===== config.mk =====
export PLATFORM = sky130hd
export DESIGN_NAME = aes_round_ctrl
export DESIGN_NICKNAME = d
export VERILOG_FILES = /design/src/rtl/aes_round_ctrl.sv
export SDC_FILE = /design/constraint.sdc
export NUM_CORES = 1
export LEC_CHECK = 0
export ABC_AREA = 1
export BUFFER_PORTS_ARGS = -buffer_cell sky130_fd_sc_hd__buf_2
export CORE_AREA = 5 5 42 44
export DETAILED_ROUTE_END_ITERATION = 12
export DIE_AREA = 0 0 47 49
export SETUP_SLACK_MARGIN = 0.5
export SLEW_MARGIN = 30
export SYNTH_ARGS = -nofsm -noshare
export SYNTH_HDL_FRONTEND = slang
export SYNTH_SLANG_ARGS = --single-unit

===== constraint.sdc =====
create_clock -name clk -period 0.8 [get_ports clk]
set_input_delay 0.08 -clock clk [delete_from_list [all_inputs] [get_ports clk]]
set_output_delay 0.08 -clock clk [all_outputs]
set_load 0.02 [all_outputs]

===== src/rtl/aes_round_ctrl.sv =====
// AES round sequencing controller: accepts a block, steps the external round
// counter as round keys arrive, and holds the ciphertext until it is consumed.
// Optional abort/flush path is built when AES_ROUND_CTRL_ABORT_EN is defined.
module aes_round_ctrl (
    input  logic       clk,
    input  logic       rst_n,
    input  logic       i_in_valid,
    output logic       o_in_ready,
    input  logic       i_key_rdy,
    input  logic [3:0] i_round,
    input  logic       i_is_final,
    input  logic       i_done,
    output logic       o_advance,
    output logic       o_load_state,
    output logic       o_round_en,
    output logic       o_final_en,
    output logic       o_out_valid,
    input  logic       i_out_ready,
`ifdef AES_ROUND_CTRL_ABORT_EN
    input  logic       i_abort,
`endif
    output logic       o_busy,
    output logic       o_err
);

    // state    | meaning
    // ST_IDLE  | waiting for a block, in_ready high
    // ST_RUN   | applying rounds as round keys become ready
    // ST_OUT   | ciphertext held until consumer takes it
    // ST_FLUSH | aborted block: spin round counter back to 0
`ifdef AES_ROUND_CTRL_ABORT_EN
    typedef enum logic [1:0] {ST_IDLE, ST_RUN, ST_OUT, ST_FLUSH} state_t;
`else
    typedef enum logic [1:0] {ST_IDLE, ST_RUN, ST_OUT} state_t;
`endif

    state_t r_state;
    state_t w_state_nxt;
    logic   r_final_seen;
    logic   r_err;
    logic   w_abort;
    logic   w_final_seen;
    logic   w_err_set;

`ifdef AES_ROUND_CTRL_ABORT_EN
    assign w_abort = i_abort;
`else
    assign w_abort = 1'b0;
`endif

    always_ff @(posedge clk or negedge rst_n) begin
        if (!rst_n) begin
            r_state <= ST_IDLE;
        end else begin
            r_state <= w_state_nxt;
        end
    end

    always_comb begin
        w_state_nxt  = r_state;
        o_in_ready   = 1'b0;
        o_load_state = 1'b0;
        o_advance    = 1'b0;
        o_round_en   = 1'b0;
        o_out_valid  = 1'b0;
        case (r_state)
            ST_IDLE: begin
                o_in_ready = 1'b1;
                if (i_in_valid) begin
                    o_load_state = 1'b1;
                    w_state_nxt  = ST_RUN;
                end
            end
            ST_RUN: begin
                if (i_done) begin
                    w_state_nxt = ST_OUT;
                end else if (w_abort) begin
`ifdef AES_ROUND_CTRL_ABORT_EN
                    w_state_nxt = ST_FLUSH;
`endif
                end else begin
                    o_advance  = i_key_rdy;
                    o_round_en = i_key_rdy;
                end
            end
            ST_OUT: begin
                o_out_valid = 1'b1;
                if (w_abort || i_out_ready) begin
                    w_state_nxt = ST_IDLE;
                end
            end
`ifdef AES_ROUND_CTRL_ABORT_EN
            // Counter wraps to 0 on the advance at round 14, so stop on done.
            ST_FLUSH: begin
                if (i_done) begin
                    w_state_nxt = ST_IDLE;
                end else begin
                    o_advance = 1'b1;
                end
            end
`endif
            default: w_state_nxt = ST_IDLE;
        endcase
    end

    assign o_final_en = o_round_en & (i_round == 4'd14);
    assign o_busy     = (r_state != ST_IDLE);
    assign o_err      = r_err;

    // is_final arrives in the same cycle round first reads 14, so honour it
    // before it has been registered.
    assign w_final_seen = r_final_seen | i_is_final;
    assign w_err_set    = (o_advance && (i_round == 4'd14) && !w_final_seen) ||
                          (i_done && ((r_state == ST_IDLE) || (r_state == ST_OUT)));

    always_ff @(posedge clk or negedge rst_n) begin
        if (!rst_n) begin
            r_final_seen <= 1'b0;
            r_err        <= 1'b0;
        end else begin
            if (o_load_state) begin
                r_final_seen <= 1'b0;
            end else if (i_is_final) begin
                r_final_seen <= 1'b1;
            end
            if (w_err_set) begin
                r_err <= 1'b1;
            end
        end
    end

endmodule


==> impl_metrics.ini, run 1 <==
[outcome]
status = finished with violations
failed_checks = hold timing, setup timing

[die]
die_width_um = 47
core_um2 = 1400
die_area_um2 = 2300
die_h_um = 49
ioPinCount = 19
num_rows = 14
initial_core_util = 0.158

[grt]
grt_pass1_wl_um = 1050
overflow = 0
gr-usage-met2 = 0.102
grt_pass1_vias = 270
grt_use_met1 = 0.0643
grt_max_degree = 5
grtUsageTotal = 0.0664
antenna_found_initial = 0
grtUsageMet3 = 0.0295
busiest_layer = met2

[timing]
finalMaxSlewViolations = 0
max_slew_margin = 0.907
setup-violations-final = 12
whs_ns = -0.361
hold_viol = 4
fin_crit_sh = 1.50
setup_ws_ns = -0.404
period_minus_slack_ns = 1.20
finClkSkew_ns = 0.00701
rsz0062_at_grt = yes
fmax_mhz = 831
worst_slew_pin_slew_ns = 0.139

[route]
vias = 256
dr.first_iter.drc_count = 3
wl_um = 680
viasPerCell = 3.61
dr.pass1.iters = 3
route.detailed.drc = 0
ant_nets = 0
avgRoutedWirePerCell_um = 9.58

[critical_path]
crit_fanout = 3
crit_path_start_kind = flip-flop
crit_top_cell = nor2_4
slowest_delay_ns = 0.38
worst_path_dominant_cell_family = flip-flops
path_depth = 5
cp_slowest_cell = dfrtp_1
end_kind = primary output
worstPathCellList = buf_4 > nor2_4 > inv_4 > nor2_4 > buf_6
reg2reg_depth = 6
criticalPathCategory = reg -> out
cp_num_buf_inv = 3
cp.required_ns = 0.72
arrival_ns = 1.12

[clock_tree]
htree_levels = 1
cts_tree = built
clk_pin_slew_ns = 0.04
clock-sinks = 4
cts_buffer_depth = 2
root_buffer = clkbuf_4
worstSkewPairLatency_ns = 0.24
cts_made_buffers = 3

[power]
swShare = 0.428
clkPwrFrac = 0.190
irDropWorstVdd_mv = 1.31
leakagePower_nw = 0.229
switchingPower_mw = 0.612
p_seq_frac = 0.244
power_density_nw_per_um2 = 3230
p_comb_frac = 0.566
intPower_mw = 0.818
power_mw = 1.43

[place]
place_congestion = 0.662
io_buffers = 18
hpwl_um = 543

[synth]
yosysWarnings = 0
syn_inst = 29
synth_edf_count = 0
synth_xor_area_frac = 0
netlist_top_cells_area = dfrtp_1, nor2_1, inv_1
synth_compound_area_frac = 0.0565
yosys.area_share.simple = 0.356
synth_top_cell_by_area = dfrtp_1
synth_top_area_frac = 0.452
synth_fa_ha_area_frac = 0
synth_top_family_by_area = simple AND/OR/NAND/NOR gates
synth_cell_types = 12
synth_mux_area_frac = 0
synth-async-reset-ratio = 1.00
syn_avg_cell_area_um2 = 7.64
synth_nets = 40
ys_ff_latch = 4
ys.flop_type = dfrtp_1
yosysMostFrequentCell = nor2_1
synth_common_cells = nor2_1, inv_1, dfrtp_1, nand2_1
netlist_area_um2 = 221
ys_seq_area_frac = 0.452

[finish]
antenna_cells = 0
layout.nets = 67
drive_gt1_frac = 0.655
syn2layout_area_growth_pct = 100

[job]
cap_viol_max_count = 0

[worst_hold_path]
hp-class = in -> async
-- per-layer routing --
| layer | vias up | wire length [um] |
|---|---|---|
| li1 | 136 | - |
| met1 | 110 | 245 |
| met2 | 10 | 374 |
| met3 | 0 | 60 |
| met4 | 0 | 0 |
| met5 | - | 0 |
-- placed cells by master, fill, tap and decap left out --
cell       n
buf_2     12
buf_4      8
nor2_1     6
inv_1      4
nand2_1    4
nor2_4     3
clkbuf_4   3
buf_6      3
dfrtp_2    2
dfrtp_1    2
inv_4      1
inv_2      1
nand2_4    1
and2_4     1
o22ai_1    1
o22ai_2    1
nand3_1    1
clkbuf_1   1
-- per-stage QoR --
step / cell area (um^2) / setup slack (ns) / TNS, ns / instances / util
2_1_floorplan: 241 / -0.222 / -1.14 / 29 / -
3_3_place_gp: 355 / -0.194 / -0.825 / 64 / 0.254
3_5_place_dp: 355 / -0.216 / -0.983 / 64 / 0.254
4_1_cts: 438 / -0.405 / -2.71 / 71 / 0.313
5_1_grt: 443 / -0.468 / -3.43 / 71 / 0.316
6_report: 443 / -0.404 / -2.71 / 71 / 0.316
-- path summary, 6_finish.rpt --
check                                  start            to  slack [ns]
worst min register to register  r_final_seen  r_final_seen        0.49
worst max register to register    r_state[1]  r_final_seen       -0.21
min in group clk                 i_out_ready    r_state[1]        0.04
worst min-delay path                   rst_n  r_final_seen       -0.36
max in group asynchronous              rst_n    r_state[0]        1.02
worst max-delay path              r_state[1]  o_load_state       -0.40
-- cell type report --
| class | count | area, um^2 |
|---|---|---|
| sequential | 4 | 103 |
| inverter | 6 | 25.0 |
| clock buffer | 4 | 26.3 |
| tap | 16 | 20.0 |
| timing repair buffer | 23 | 154 |
| multi-input combinational | 18 | 115 |
| fill | 164 | 958 |
-- logic make-up after synthesis --
logic type             count (synthesis)
and+or+nand+nor                       16
buffers and inverters                  7
DFF                                    4
AOI/OAI and AO/OA                      2
-- registers in the layout, summed over array words and instances (netlist names) --
name,cells
r_state,2
r_final_seen,1
o_err,1
-- repair_timing --
action	in CTS	in global routing
resized for setup	11	1
buffers inserted	3	0
hold endpoints to repair	4	4
setup endpoints to repair	12	12
pin swaps	1	0
-- power by group through the flow --
| stage | clock (mW) | combinational (mW) | sequential [mW] |
|---|---|---|---|
| after floorplan | 0 | 0.452 | 0.339 |
| after global placement | 0 | 0.654 | 0.344 |
| after detailed placement | 0 | 0.657 | 0.348 |
| after CTS | 0.288 | 0.797 | 0.338 |
| after global routing | 0.294 | 0.879 | 0.360 |
| final | 0.272 | 0.809 | 0.349 |
(Power assumes the default switching activity.)
==> run 2: changes to the inputs <==
--- a/config.mk
+++ b/config.mk
@@ -5,11 +5,12 @@
 export SDC_FILE = /design/constraint.sdc
 export NUM_CORES = 1
 export LEC_CHECK = 0
-export ABC_AREA = 1
+export ABC_AREA = 0
 export BUFFER_PORTS_ARGS = -buffer_cell sky130_fd_sc_hd__buf_2
 export CORE_AREA = 5 5 42 44
 export DETAILED_ROUTE_END_ITERATION = 12
 export DIE_AREA = 0 0 47 49
+export PLACE_DENSITY_LB_ADDON = 0.05
 export SETUP_SLACK_MARGIN = 0.5
 export SLEW_MARGIN = 30
 export SYNTH_ARGS = -nofsm -noshare
==> impl_metrics.ini, run 2 <==
[outcome]
status = finished with violations
failed_checks = hold timing, setup timing

[critical_path]
r2r_setup_slack_ns = -0.27
cp.required_ns = 0.72
crit_path_start_kind = flip-flop
criticalPathCategory = reg -> out
cp_num_buf_inv = 2
crit_top_cell = buf_6
arrival_ns = 1.11
cp_slowest_cell = dfrtp_1
worstPathCellList = buf_6 > nor2_4 > and2_1 > buf_6
crit_fanout = 4
end_kind = primary output
worst_path_dominant_cell_family = flip-flops
slowest_delay_ns = 0.38

[finish]
largest_reg_flops = 2
final_common_cell = buf_2
antenna_cells = 0
syn2layout_area_growth_pct = 106
drive_gt1_frac = 0.694
layout.nets = 61
final_cells = 65
final_area_um2 = 487
layout_common_cells = buf_2, buf_6, inv_2, clkbuf_4, dfrtp_1
regMostFlops = r_state
finish.utilization = 0.347

[grt]
busiest_layer = met2
grt_max_degree = 8
grtUsageMet3 = 0.0590
grt_use_met1 = 0.0690
gr-usage-met2 = 0.118
grt_pass1_vias = 261
antenna_found_initial = 0
grt_pass1_wl_um = 1130
grtUsageTotal = 0.0700
overflow = 0

[die]
initial_core_util = 0.169
core_um2 = 1400
die_area_um2 = 2300
die_width_um = 47
num_rows = 14
die_h_um = 49
ioPinCount = 19

[route]
wl_um = 709
viasPerCell = 3.94
vias = 256
dr.pass1.iters = 1
ant_nets = 0
route.detailed.drc = 0
dr.first_iter.drc_count = 0
avgRoutedWirePerCell_um = 10.9

[synth]
syn_avg_cell_area_um2 = 9.85
synth_nets = 35
ys.flop_type = dfrtp_1
synth_common_cells = dfrtp_1, inv_1, nand2b_1, nor2_1, or2b_1
synth_cell_types = 15
ys_seq_area_frac = 0.423
syn_inst = 24
synth-async-reset-ratio = 1.00
synth_top_area_frac = 0.423
yosysWarnings = 0
synth_edf_count = 0
synth_top_cell_by_area = dfrtp_1
ys_ff_latch = 4
netlist_area_um2 = 236
netlist_top_cells_area = dfrtp_1, nand4bb_2, o311ai_2

[power]
p_comb_frac = 0.598
clkPwrFrac = 0.173
switchingPower_mw = 0.583
leakagePower_nw = 0.233
power_mw = 1.56
intPower_mw = 0.972
p_seq_frac = 0.229
swShare = 0.375
irDropWorstVdd_mv = 1.88
power_density_nw_per_um2 = 3200

[timing]
max_slew_margin = 0.833
finalMaxSlewViolations = 0
fin_crit_sh = 1.49
setup-violations-final = 12
rsz0062_at_grt = yes
setup_ws_ns = -0.391
whs_ns = -0.352
worst_slew_pin_slew_ns = 0.249
finClkSkew_ns = 0.00422
period_minus_slack_ns = 1.19
tns_ns = -3.05
fmax_mhz = 840
hold_viol = 4

[worst_hold_path]
hp-class = in -> async

[place]
io_buffers = 18
place_congestion = 0.733
dp.cells = 58
dpl_cell_area_um2 = 369
pre_cts_slack_ns = -0.201

[clock_tree]
htree_levels = 1
clock-sinks = 4
worstSkewPairLatency_ns = 0.23
cts_buffer_depth = 2
cts_tree = built
clk_pin_slew_ns = 0.04
cts_made_buffers = 3
root_buffer = clkbuf_4

[job]
cap_viol_max_count = 0
==> run 2: cell families after synthesis <==
family	count (synthesis)	share of synthesized area
flops	4	0.423
buf+inv	5	0.0952
compound gates	4	0.143
simple gates	11	0.339
==> run 2: timing repair <==
action	4_1_cts	5_1_grt
buffers inserted	1	2
endpoints found under the setup margin	12	12
hold endpoints to repair	4	4
pin swaps	4	0
resized for setup	15	4
==> run 2: area by class of cell <==
| class | instances | area, um^2 |
|---|---|---|
| multi-input combinational | 15 | 153 |
| inverter | 4 | 15.0 |
| sequential | 4 | 101 |
| fill | 161 | 915 |
| clock buffer | 4 | 26.3 |
| tap | 16 | 20.0 |
| timing repair buffer | 22 | 171 |
==> run 2: routing by layer <==
metal	up-vias	wire (um)
met1	121	239
met4	0	0
li1	128	-
met3	0	60
met5	-	0
met2	7	409
==> run 2: path summary, 6_finish.rpt <==
| kind | startpoint | to | depth (start not counted) |
|---|---|---|---|
| min reg2reg | o_err | o_err | 2 |
| min in group clk | i_out_ready | r_state[1] | 2 |
| max | r_state[1] | o_load_state | 4 |
| min | rst_n | r_state[1] | 1 |
| max in group asynchronous | rst_n | r_state[0] | 1 |
| max reg2reg | r_state[1] | o_err | 3 |
==> run 2: worst reg2reg max path, stage by stage (launching register included) <==
cell and delay [ns]:
dfrtp_1 0.38, nand4bb_4 0.24, buf_6 0.15, o311ai_4 0.20
==> run 2: power groups by stage <==
stage / registers [mW] / clock network [mW] / logic, mW
6_report: 0.356 / 0.269 / 0.931
5_1_grt: 0.366 / 0.299 / 0.993
4_1_cts: 0.360 / 0.284 / 0.795
3_5_place_dp: 0.358 / 0 / 0.656
3_3_place_gp: 0.355 / 0 / 0.656
2_1_floorplan: 0.366 / 0 / 0.430
